File: config.mk
export PLATFORM = sky130hd
export DESIGN_NAME = multdiv_wb_merge
export DESIGN_NICKNAME = d
export VERILOG_FILES = /design/src/rtl/multdiv_wb_pkg.sv /design/src/rtl/md_wb_fifo.sv /design/src/rtl/multdiv_wb_merge.sv
export SDC_FILE = /design/constraint.sdc
export NUM_CORES = 1
export LEC_CHECK = 0
export ABC_AREA = 1
export BUFFER_PORTS_ARGS = -buffer_cell sky130_fd_sc_hd__buf_2
export CORE_MARGIN = 2
export CORE_UTILIZATION = 52
export DETAILED_ROUTE_END_ITERATION = 10
export PLACE_DENSITY = 0.8
export SYNTH_ARGS = -nofsm -noshare
export SYNTH_HDL_FRONTEND = slang
export SYNTH_SLANG_ARGS = --single-unit
export TNS_END_PERCENT = 50
File: constraint.sdc
create_clock -name clock -period 2.5 [get_ports clock]
set_clock_uncertainty 0.2 [all_clocks]
set_input_delay 0.25 -clock clock [delete_from_list [all_inputs] [get_ports clock]]
set_output_delay 0.25 -clock clock [all_outputs]
set_load 0.05 [all_outputs]
File: src/rtl/multdiv_wb_pkg.sv
// Shared definitions for the multdiv writeback merge stage: exception codes,
// destination-field position and the buffered entry layout.
package multdiv_wb_pkg;

    localparam logic [4:0]  RSTATUS_REG   = 5'd30;
    localparam logic [31:0] MULT_EXC_CODE = 32'd4;
    localparam logic [31:0] DIV_EXC_CODE  = 32'd5;

    localparam int RD_MSB = 26;
    localparam int RD_LSB = 22;

    typedef struct packed {
        logic        live;
        logic [4:0]  rd;
        logic [31:0] data;
    } md_entry_t;

    function automatic logic [31:0] rd_onehot(input logic [4:0] rd);
        return 32'd1 << rd;
    endfunction

endpackage

File: src/rtl/md_wb_fifo.sv
// Circular buffer of pending multdiv writebacks with per-entry kill by
// destination register and a registered mask of live destinations.
module md_wb_fifo
    import multdiv_wb_pkg::*;
#(
    parameter int DEPTH = 2
) (
    input  logic        clock,
    input  logic        reset,
    input  logic        push_i,
    input  md_entry_t   push_entry_i,
    input  logic        pop_i,
    input  logic        kill_i,
    input  logic [4:0]  kill_rd_i,
    output md_entry_t   head_o,
    output logic        empty_o,
    output logic        full_o,
    output logic [31:0] live_mask_o
);

    localparam int PW = $clog2(DEPTH);
    localparam int CW = PW + 1;

    md_entry_t       entries_q [DEPTH];
    md_entry_t       entries_d [DEPTH];
    logic [PW-1:0]   head_q, head_d;
    logic [PW-1:0]   tail_q, tail_d;
    logic [CW-1:0]   count_q, count_d;
    logic [31:0]     mask_q, mask_d;
    logic [DEPTH-1:0] kill_hit;

    genvar gi;
    generate
        for (gi = 0; gi < DEPTH; gi++) begin : g_kill
            assign kill_hit[gi] = kill_i && (entries_q[gi].rd == kill_rd_i);
        end
    endgenerate

    // Push is applied last so that a full-buffer push+pop reuses the freed slot.
    always_comb begin
        for (int i = 0; i < DEPTH; i++) begin
            entries_d[i] = entries_q[i];
            if (kill_hit[i]) begin
                entries_d[i].live = 1'b0;
            end
            if (pop_i && (head_q == PW'(i))) begin
                entries_d[i].live = 1'b0;
            end
            if (push_i && (tail_q == PW'(i))) begin
                entries_d[i] = push_entry_i;
            end
        end
        head_d  = head_q + PW'(pop_i);
        tail_d  = tail_q + PW'(push_i);
        count_d = count_q + CW'(push_i) - CW'(pop_i);
        mask_d  = '0;
        for (int i = 0; i < DEPTH; i++) begin
            if (entries_d[i].live) begin
                mask_d = mask_d | rd_onehot(entries_d[i].rd);
            end
        end
    end

    always_ff @(posedge clock or negedge reset) begin
        if (!reset) begin
            for (int i = 0; i < DEPTH; i++) begin
                entries_q[i] <= '0;
            end
            head_q  <= '0;
            tail_q  <= '0;
            count_q <= '0;
            mask_q  <= '0;
        end else begin
            for (int i = 0; i < DEPTH; i++) begin
                entries_q[i] <= entries_d[i];
            end
            head_q  <= head_d;
            tail_q  <= tail_d;
            count_q <= count_d;
            mask_q  <= mask_d;
        end
    end

    assign head_o      = entries_q[head_q];
    assign empty_o     = (count_q == '0);
    assign full_o      = (count_q == CW'(DEPTH));
    assign live_mask_o = mask_q;

endmodule

File: src/rtl/multdiv_wb_merge.sv
// Merges completed mult/div results into the register-file write port in
// cycles the main W stage leaves idle; main writes always take the port.
module multdiv_wb_merge #(
    parameter int          DEPTH         = 2,
    parameter logic [4:0]  RSTATUS_REG   = multdiv_wb_pkg::RSTATUS_REG,
    parameter logic [31:0] MULT_EXC_CODE = multdiv_wb_pkg::MULT_EXC_CODE,
    parameter logic [31:0] DIV_EXC_CODE  = multdiv_wb_pkg::DIV_EXC_CODE
) (
    input  logic        clock,
    input  logic        reset,
    input  logic        md_ready,
    input  logic [31:0] md_result,
    input  logic [31:0] md_instr,
    input  logic        md_mult_overflow,
    input  logic        md_div_error,
    input  logic        wb_we,
    input  logic [4:0]  wb_rd,
    input  logic [31:0] wb_data,
    output logic        ctrl_writeEnable,
    output logic [4:0]  ctrl_writeReg,
    output logic [31:0] data_writeReg,
    output logic [31:0] pend_mask,
    output logic        md_full,
    output logic        md_drop
);
    import multdiv_wb_pkg::*;

    logic      md_ready_q;
    logic      drop_q, drop_d;
    logic      capture, cap_valid, main_wr;
    logic      push, pop, fifo_empty, fifo_full;
    md_entry_t cap_entry, head;
    logic      unused_instr_bits;

    assign unused_instr_bits = ^{md_instr[31:RD_MSB+1], md_instr[RD_LSB-1:0]};

    assign capture = md_ready && !md_ready_q;
    assign main_wr = wb_we && (wb_rd != 5'd0);

    // A capture colliding with a same-cycle main write is older, so it lands dead.
    always_comb begin
        cap_entry = '0;
        if (md_mult_overflow) begin
            cap_entry.rd   = RSTATUS_REG;
            cap_entry.data = MULT_EXC_CODE;
        end else if (md_div_error) begin
            cap_entry.rd   = RSTATUS_REG;
            cap_entry.data = DIV_EXC_CODE;
        end else begin
            cap_entry.rd   = md_instr[RD_MSB:RD_LSB];
            cap_entry.data = md_result;
        end
        cap_entry.live = !(main_wr && (cap_entry.rd == wb_rd));
    end

    assign cap_valid = capture && (cap_entry.rd != 5'd0);
    assign pop       = !main_wr && !fifo_empty;
    assign push      = cap_valid && (!fifo_full || pop);
    assign drop_d    = drop_q || (cap_valid && fifo_full && !pop);

    always_ff @(posedge clock or negedge reset) begin
        if (!reset) begin
            md_ready_q <= 1'b0;
            drop_q     <= 1'b0;
        end else begin
            md_ready_q <= md_ready;
            drop_q     <= drop_d;
        end
    end

    md_wb_fifo #(
        .DEPTH(DEPTH)
    ) u_fifo (
        .clock        (clock),
        .reset        (reset),
        .push_i       (push),
        .push_entry_i (cap_entry),
        .pop_i        (pop),
        .kill_i       (main_wr),
        .kill_rd_i    (wb_rd),
        .head_o       (head),
        .empty_o      (fifo_empty),
        .full_o       (fifo_full),
        .live_mask_o  (pend_mask)
    );

    always_comb begin
        ctrl_writeEnable = 1'b0;
        ctrl_writeReg    = '0;
        data_writeReg    = '0;
        if (main_wr) begin
            ctrl_writeEnable = wb_we;
            ctrl_writeReg    = wb_rd;
            data_writeReg    = wb_data;
        end else if (!fifo_empty && head.live) begin
            ctrl_writeEnable = 1'b1;
            ctrl_writeReg    = head.rd;
            data_writeReg    = head.data;
        end
    end

    assign md_full = fifo_full;
    assign md_drop = drop_q;

endmodule

==> impl_metrics.tcl, run 1 <==
set metrics [dict create \
    drt_iter0_drc 599 \
    ys_types 33 \
    wl_um 16700 \
    syn_area_per_cell_sq_um 7.830 \
    port_buffers 151 \
    setup.worst_path.end_class "register" \
    grt.busiest_layer "met2" \
    finalNonFillerCells 1134 \
    drc 0 \
    worst-setup-path-type "primary input to register" \
    use_met1_pct 34.04 \
    power_frac_clock_pct 29.5 \
    clk_latency_ns 0.41 \
    grt_pass1_wl_um 26880 \
    drv_slew 0 \
    wl_per_cell_um 14.73 \
    antenna_found_initial 0 \
    power_switching_mw 3.549 \
    numPlacedInstances 1067 \
    critPathLaunchType "primary input" \
    diodes 0 \
    h-tree-depth 4 \
    maxCapViolCount 0 \
    cts_tree "yes" \
    dieHeight_um 112.4 \
    ys_seq_area_share_pct 46.71 \
    drive_gt1_share_pct 26.24 \
    vias 5950 \
    drtAntennaViolNets 0 \
    core_area_sq_mm 0.01142 \
    crit_cells 14 \
    timing.final.ws_setup_ns 0.08965 \
    hold_class "primary input to register" \
    postCtsSetupBuffers 0 \
    cp_slowest_cell "dlygate4sd3_1" \
    setup_violations 0 \
    comb_power_share_pct 40.2 \
    seqPwrFrac_pct 30.3 \
    netlist_area_sq_mm 0.006107 \
    fp.dieArea_sq_mm 0.01263 \
    grt_pass1_vias 5672 \
    crit_required_ns 2.64 \
    clkSlewWorstSetupHoldPaths_ns 0.05 \
    clockBufferDepth 2 \
    ys_seq_elements 114 \
    grt_use_total_pct 26.66 \
    run_status "finished, final reports clean" \
    layout.nets 1091 \
    grt_max_degree 63 \
    worst-r2r-cell-count 12 \
    yosysWarnings 0 \
    hold_violations 0 \
    met2_usage_pct 45.34 \
    cp_num_buf_inv 4 \
    timing.slew.headroom_pct 60.42 \
    cts_buffers 17 \
    period_share_pct 96.41 \
    pre_cts_slack_ns -0.07977 \
    via_per_inst 5.247 \
    intPower_mw 5.238 \
    clock_sinks 114 \
    num_rows 39 \
    io_pins 179 \
    critPathMaxFanout 11 \
    period_minus_slack_ns 2.410 \
    met3_usage_pct 5.562 \
    p_leak_nw 4.278 \
    grt-ovfl-total 0 \
    ctsRootBufferMaster "clkbuf_16" \
    dr.pass1.iters 5 \
    crit_family "buffers and inverters" \
    ir_drop_mv 0.6913 \
    cp_cell_sequence "dlygate4sd3_1 -> buf_2 -> nand3b_1 -> a21oi_2 -> ha_2 -> inv_4 -> nand2_1 -> o21ai_4 -> nor2_1 -> buf_4 -> nand3_1 -> nor2_1 -> nand2_1 -> nand2_1" \
    worstMarginPinSlew_ns 0.5937 \
    syn_nets 893 \
    cp_slowest_stage_delay_ns 0.54 \
    fp.dieW_um 112.4 \
    worstPathArrival_ns 2.55 \
    whs_path_depth 3 \
    syn2layout_area_growth_pct 33.56 \
    dp_hpwl_um 10590 \
    total_power_mw 8.787 \
    floorplan.initialDensity_pct 53.48 \
    p_sw_share_pct 40.39 \
    rsz0062_at_grt "yes" \
    place.gp.congestion 0.9016 \
    fmax_mhz 414.9 \
    syn-instance-count 780 \
    powerDensity_mw_per_mm2 1077 \
    crit_top_cell "nand2_1" \
]
## layout make-up
class                   instances  area, sq um
fillers                       845         3262
multi-input cells             585         2900
flip-flops and latches        114         2854
repair buffers                222         1440
clock buffers                  22        484.2
well taps                     143        178.9
clock inverters                10        153.9
inverters                      38        145.1
## state kept, by name, summed over array words and instances (netlist names)
register and flops:
u_fifo.tail_q 1, md_ready_q 1, u_fifo.head_q 1, u_fifo.entries_q 76, md_drop 1, u_fifo.count_q 2
u_fifo.live_mask_o 32
## cell usage in the layout (no fill, tap or decap), types with 2 or more instances in the layout
master and instances:
a21oi_1 2, a31oi_1 2, buf_12 4, buf_2 146, buf_4 35, bufinv_16 4, clkbuf_16 17, clkbuf_4 2
clkbuf_8 4, clkinv_2 5, dfrtp_1 113, dlygate4sd3_1 34, ha_1 4, ha_2 2, inv_1 31, inv_2 6
mux2i_1 31, nand2_1 282, nand2_2 5, nand2_4 5, nand3_1 27, nand4_1 5, nor2_1 69, nor2_2 3
nor3_1 13, o21ai_0 72, o21ai_1 29, o21ai_2 10, o21ai_4 3, o21bai_1 2, o22ai_1 5, xnor2_1 3
xor2_1 5
## worst paths after layout
| check | startpoint | endpoint | slack (ns) |
|---|---|---|---|
| worst max-delay path | md_ready | u_fifo.live_mask_o[2] | 0.09 |
| worst min-delay path | md_mult_overflow | u_fifo.entries_q[38] | 0.08 |
| worst max register to register | md_ready_q | u_fifo.live_mask_o[2] | 0.15 |
| worst min register to register | md_drop | md_drop | 0.28 |
| max in group asynchronous | reset | u_fifo.entries_q[22] | 1.14 |
| min in group asynchronous | reset | u_fifo.entries_q[66] | 0.19 |
## cell usage after synthesis
| master | count | area, sq um |
|---|---|---|
| o21ai_1 | 18 | 90.09 |
| nor2_1 | 72 | 270.3 |
| nand3b_1 | 1 | 7.510 |
| inv_4 | 1 | 6.260 |
| buf_4 | 4 | 30.03 |
| buf_1 | 3 | 11.26 |
| dfrtp_1 | 114 | 2853 |
| a31oi_1 | 2 | 12.51 |
| buf_6 | 10 | 112.6 |
| o21ai_2 | 5 | 43.79 |
| a21oi_1 | 3 | 15.01 |
| nand4_1 | 5 | 31.28 |
| nor3_1 | 13 | 65.06 |
| nand3_1 | 27 | 135.1 |
| inv_2 | 5 | 18.77 |
| o22ai_1 | 5 | 31.28 |
| mux2i_1 | 31 | 310.3 |
| nand2_4 | 5 | 56.30 |
| nand2_2 | 5 | 31.28 |
| buf_2 | 5 | 25.02 |
| nor2_2 | 1 | 6.260 |
| nand3_2 | 1 | 10.01 |
| a21oi_2 | 1 | 8.760 |
| nand2_1 | 282 | 1059 |
| inv_1 | 32 | 120.1 |
| clkbuf_1 | 22 | 82.58 |
| ha_1 | 6 | 75.07 |
| o21bai_1 | 2 | 15.01 |
| xnor2_1 | 3 | 26.28 |
| nor2_8 | 1 | 20.02 |
| o21ai_0 | 87 | 435.4 |
| xor2_1 | 5 | 43.79 |
| o21ai_4 | 3 | 48.80 |
## tightest hold or removal path: stages
cell and delay (ns):
buf_2 0.15, o21bai_1 0.16, o21ai_0 0.08
## per-layer routing
layer,vias up,wire (um)
met2,251,8157
met4,0,295
met3,29,1052
met1,2757,7196
li1,2913,-
met5,-,0
## kinds of logic after synthesis
kind of cell             synth area share, %
multiplexers                           5.081
XOR/XNOR                               1.147
flip-flops                             46.71
buffers and inverters                  6.659
AO/OA/AOI/OAI                          11.47
adder cells (fa/ha/maj)                1.229
AND/OR/NAND/NOR                        27.70
## through the flow
| step | utilization (%) | TNS [ns] | hold WS, ns | cell area [sq um] |
|---|---|---|---|---|
| floorplan | - | -0.2238 | -0.2456 | 6116 |
| global placement | 62.35 | -0.02181 | 0.07606 | 7119 |
| detailed placement | 62.35 | -0.3149 | 0.08344 | 7119 |
| CTS | 70.95 | 0 | 0.03525 | 8102 |
| global route | 71.43 | -0.2409 | 0.1097 | 8157 |
| finish | 71.43 | 0 | 0.07943 | 8157 |
## power by group through the flow
stage                     Sequential [mW]  Clock [mW]  Combinational, mW
final                                2.66        2.59               3.54
after global routing                 2.71        2.71               3.86
after CTS                            2.65        2.61               3.45
after detailed placement             2.67           0               3.38
after global placement               2.65           0               3.33
after floorplan                      2.83           0               2.37
## repair_timing
action,in CTS,in global routing
pin swaps,0,3
hold buffers,34,0
hold endpoints to repair,105,0
setup endpoints to repair,2,60
gates resized for setup,1,17
gates cloned,0,1
Note: power is estimated with default switching activity, not from simulation.
==> inputs of run 2 (changes only) <==
Settings changed: CORE_ASPECT_RATIO from default to 1.25.
==> run 2 against run 1 <==
- worst setup slack improved by 0.077 ns
- global-route usage is 0.28 points lower
- cell area shrank 0.38%
- via count fell by 0.64%
- register-to-register slack better by 0.03 ns
- utilization decreased by 1.2 points
- fmax grew 3.3%
- flip-flop and latch count did not move
- final cell count shrank 0.18%
- routed wire length is 1.6% lower
- power is 2.3% lower
- largest cell class unchanged
==> impl_metrics.tcl, run 2 (synthesis results as in run 1) <==
set metrics [dict create \
    run_status "finished, final reports clean" \
    wl_per_cell_um 14.52 \
    cts_tree "yes" \
    dp_hpwl_um 10560 \
    floorplan.initialDensity_pct 52.82 \
    worstPathArrival_ns 2.47 \
    final_common_cell "nand2_1" \
    port_buffers 151 \
    drv_slew 0 \
    clkSlewWorstSetupHoldPaths_ns 0.05 \
    crit_required_ns 2.64 \
    dieHeight_um 125.2 \
    clk_latency_ns 0.40 \
    fp.dieArea_sq_mm 0.01263 \
    total_power_mw 8.582 \
    antenna_found_initial 0 \
    cp_cell_sequence "dlygate4sd3_1 -> buf_2 -> nand3b_1 -> a21oi_2 -> ha_2 -> buf_4 -> o21ai_1 -> buf_4 -> nor2_1 -> nand3_1 -> nor2_1 -> nand2_1 -> nand2_1" \
    cp_slowest_cell "dlygate4sd3_1" \
    whs_path_depth 3 \
    clockBufferDepth 2 \
    syn2layout_area_growth_pct 33.05 \
    p_leak_nw 4.252 \
    worst-r2r-cell-count 12 \
    grt_pass1_vias 5687 \
    critPathMaxFanout 3 \
    maxCapViolCount 0 \
    timing.final.ws_setup_ns 0.1662 \
    via_per_inst 5.223 \
    worstMarginPinSlew_ns 0.5575 \
    setup_violations 0 \
    numPlacedInstances 1065 \
    largest_register_ffs 76 \
    grt_max_degree 63 \
    drc 0 \
    cts_buffers 17 \
    period_minus_slack_ns 2.334 \
    drt_iter0_drc 295 \
    powerDensity_mw_per_mm2 1056 \
    ir_drop_mv 0.6565 \
    fin_setup_tns_ns 0 \
    crit_family "buffers and inverters" \
    core_area_sq_mm 0.01156 \
    critPathLaunchType "primary input" \
    cp_slowest_stage_delay_ns 0.53 \
    hp-start "md_mult_overflow" \
    timing.slew.headroom_pct 62.84 \
    drtAntennaViolNets 0 \
    worst-setup-path-type "primary input to register" \
    fmax_mhz 428.5 \
    grt_use_total_pct 26.37 \
    finalNonFillerCells 1132 \
    io_pins 179 \
    placed_cell_area_sq_mm 0.007136 \
    dr.pass1.iters 5 \
    r2r_end "u_fifo.live_mask_o[0]" \
    r2r-start "u_fifo.count_q[1]" \
    hold_class "primary input to register" \
    whs_endpoint "u_fifo.entries_q[0]" \
    ctsRootBufferMaster "clkbuf_16" \
    top_register "u_fifo.entries_q" \
    num_rows 44 \
    grt_pass1_wl_um 26430 \
    drive_gt1_share_pct 26.26 \
    h-tree-depth 4 \
    cp_num_buf_inv 4 \
    rsz0062_at_grt "no" \
    nFillCells 891 \
    period_share_pct 93.35 \
    final_cell_area_sq_mm 0.008125 \
    pre_cts_slack_ns -0.04099 \
    diodes 0 \
    clock_sinks 114 \
    place.gp.congestion 0.9307 \
    r2r_slack_ns 0.18 \
    fp.dieW_um 100.9 \
    wl_um 16440 \
    grt-ovfl-total 0 \
    hold_violations 0 \
    setup.worst_path.end_class "register" \
    layout.nets 1094 \
    vias 5912 \
    layout_common_cells "281 x nand2_1, 141 x buf_2, 113 x dfrtp_1, 72 x o21ai_0, 69 x nor2_1" \
]
==> run 2: cell types whose count changed in the layout (fill, tap and decap cells not counted), moves of 3 or more <==
| cell | previous run | this run |
|---|---|---|
| buf_2 | 146 | 141 |
| buf_4 | 35 | 40 |
| clkinvlp_4 | 0 | 5 |
| clkbuf_4 | 2 | 6 |
| clkinv_2 | 5 | 1 |
| inv_6 | 0 | 4 |
| clkbuf_8 | 4 | 1 |
| o21ai_2 | 10 | 7 |
==> run 2: worst min-delay path: stages <==
cell and delay [ns]:
buf_2 0.15, o21bai_1 0.14, o21ai_0 0.08
==> run 2: per-layer routing <==
layer | track usage, % | part of all wire (%) | vias to the layer above
met5 | 0 | 0 | -
met4 | 10.65 | 2.4 | 0
met3 | 5.478 | 5.6 | 37
met2 | 46.63 | 52 | 221
met1 | 30.82 | 40 | 2727
li1 | - | - | 2927
==> run 2: worst max path at each step <==
stage | from | end | slack [ns] | cells past startpoint
floorplan | wb_rd[3] | data_writeReg[0] | -0.07 | 8
global placement | wb_rd[1] | u_fifo.live_mask_o[25] | 0.02 | 15
detailed placement | wb_rd[1] | u_fifo.live_mask_o[25] | -0.04 | 15
CTS | u_fifo.count_q[1] | u_fifo.live_mask_o[25] | 0.05 | 12
global route | md_ready | u_fifo.live_mask_o[31] | 0.002 | 13
finish | md_ready | u_fifo.live_mask_o[0] | 0.17 | 13
==> run 2: per-stage QoR <==
step | hold WS, ns | util, %
global route | 0.07530 | 70.28
floorplan | -0.2456 | -
CTS | 0.04730 | 69.81
global placement | 0.04766 | 61.72
detailed placement | 0.05443 | 61.72
finish | 0.05781 | 70.28
==> run 2: power by group <==
part	switching [mW]	total (mW)	leakage, nW	internal [mW]
registers	0.287	2.65	1.51	2.36
clock network	0.886	2.39	0.276	1.50
logic	2.40	3.54	2.47	1.14
total	3.57	8.58	4.25	5.01
==> run 2: repair_timing <==
item                       CTS  global route
hold endpoints to repair   102             0
setup endpoints to repair    0            52
resized for setup            0            20
buffers inserted             0             1
hold buffers                34             0
==> run 2: area by class of cell <==
| type | instances | area [sq um] | share of cell area, % |
|---|---|---|---|
| Timing Repair Buffer | 226 | 1483 | 18.25 |
| Clock inverter | 14 | 155.1 | 1.909 |
| Clock buffer | 18 | 439.2 | 5.405 |
| Inverter | 38 | 145.1 | 1.786 |
| Tap cell | 138 | 172.7 | 2.125 |
| Multi-Input combinational cell | 584 | 2877 | 35.40 |
| Sequential cell | 114 | 2854 | 35.12 |
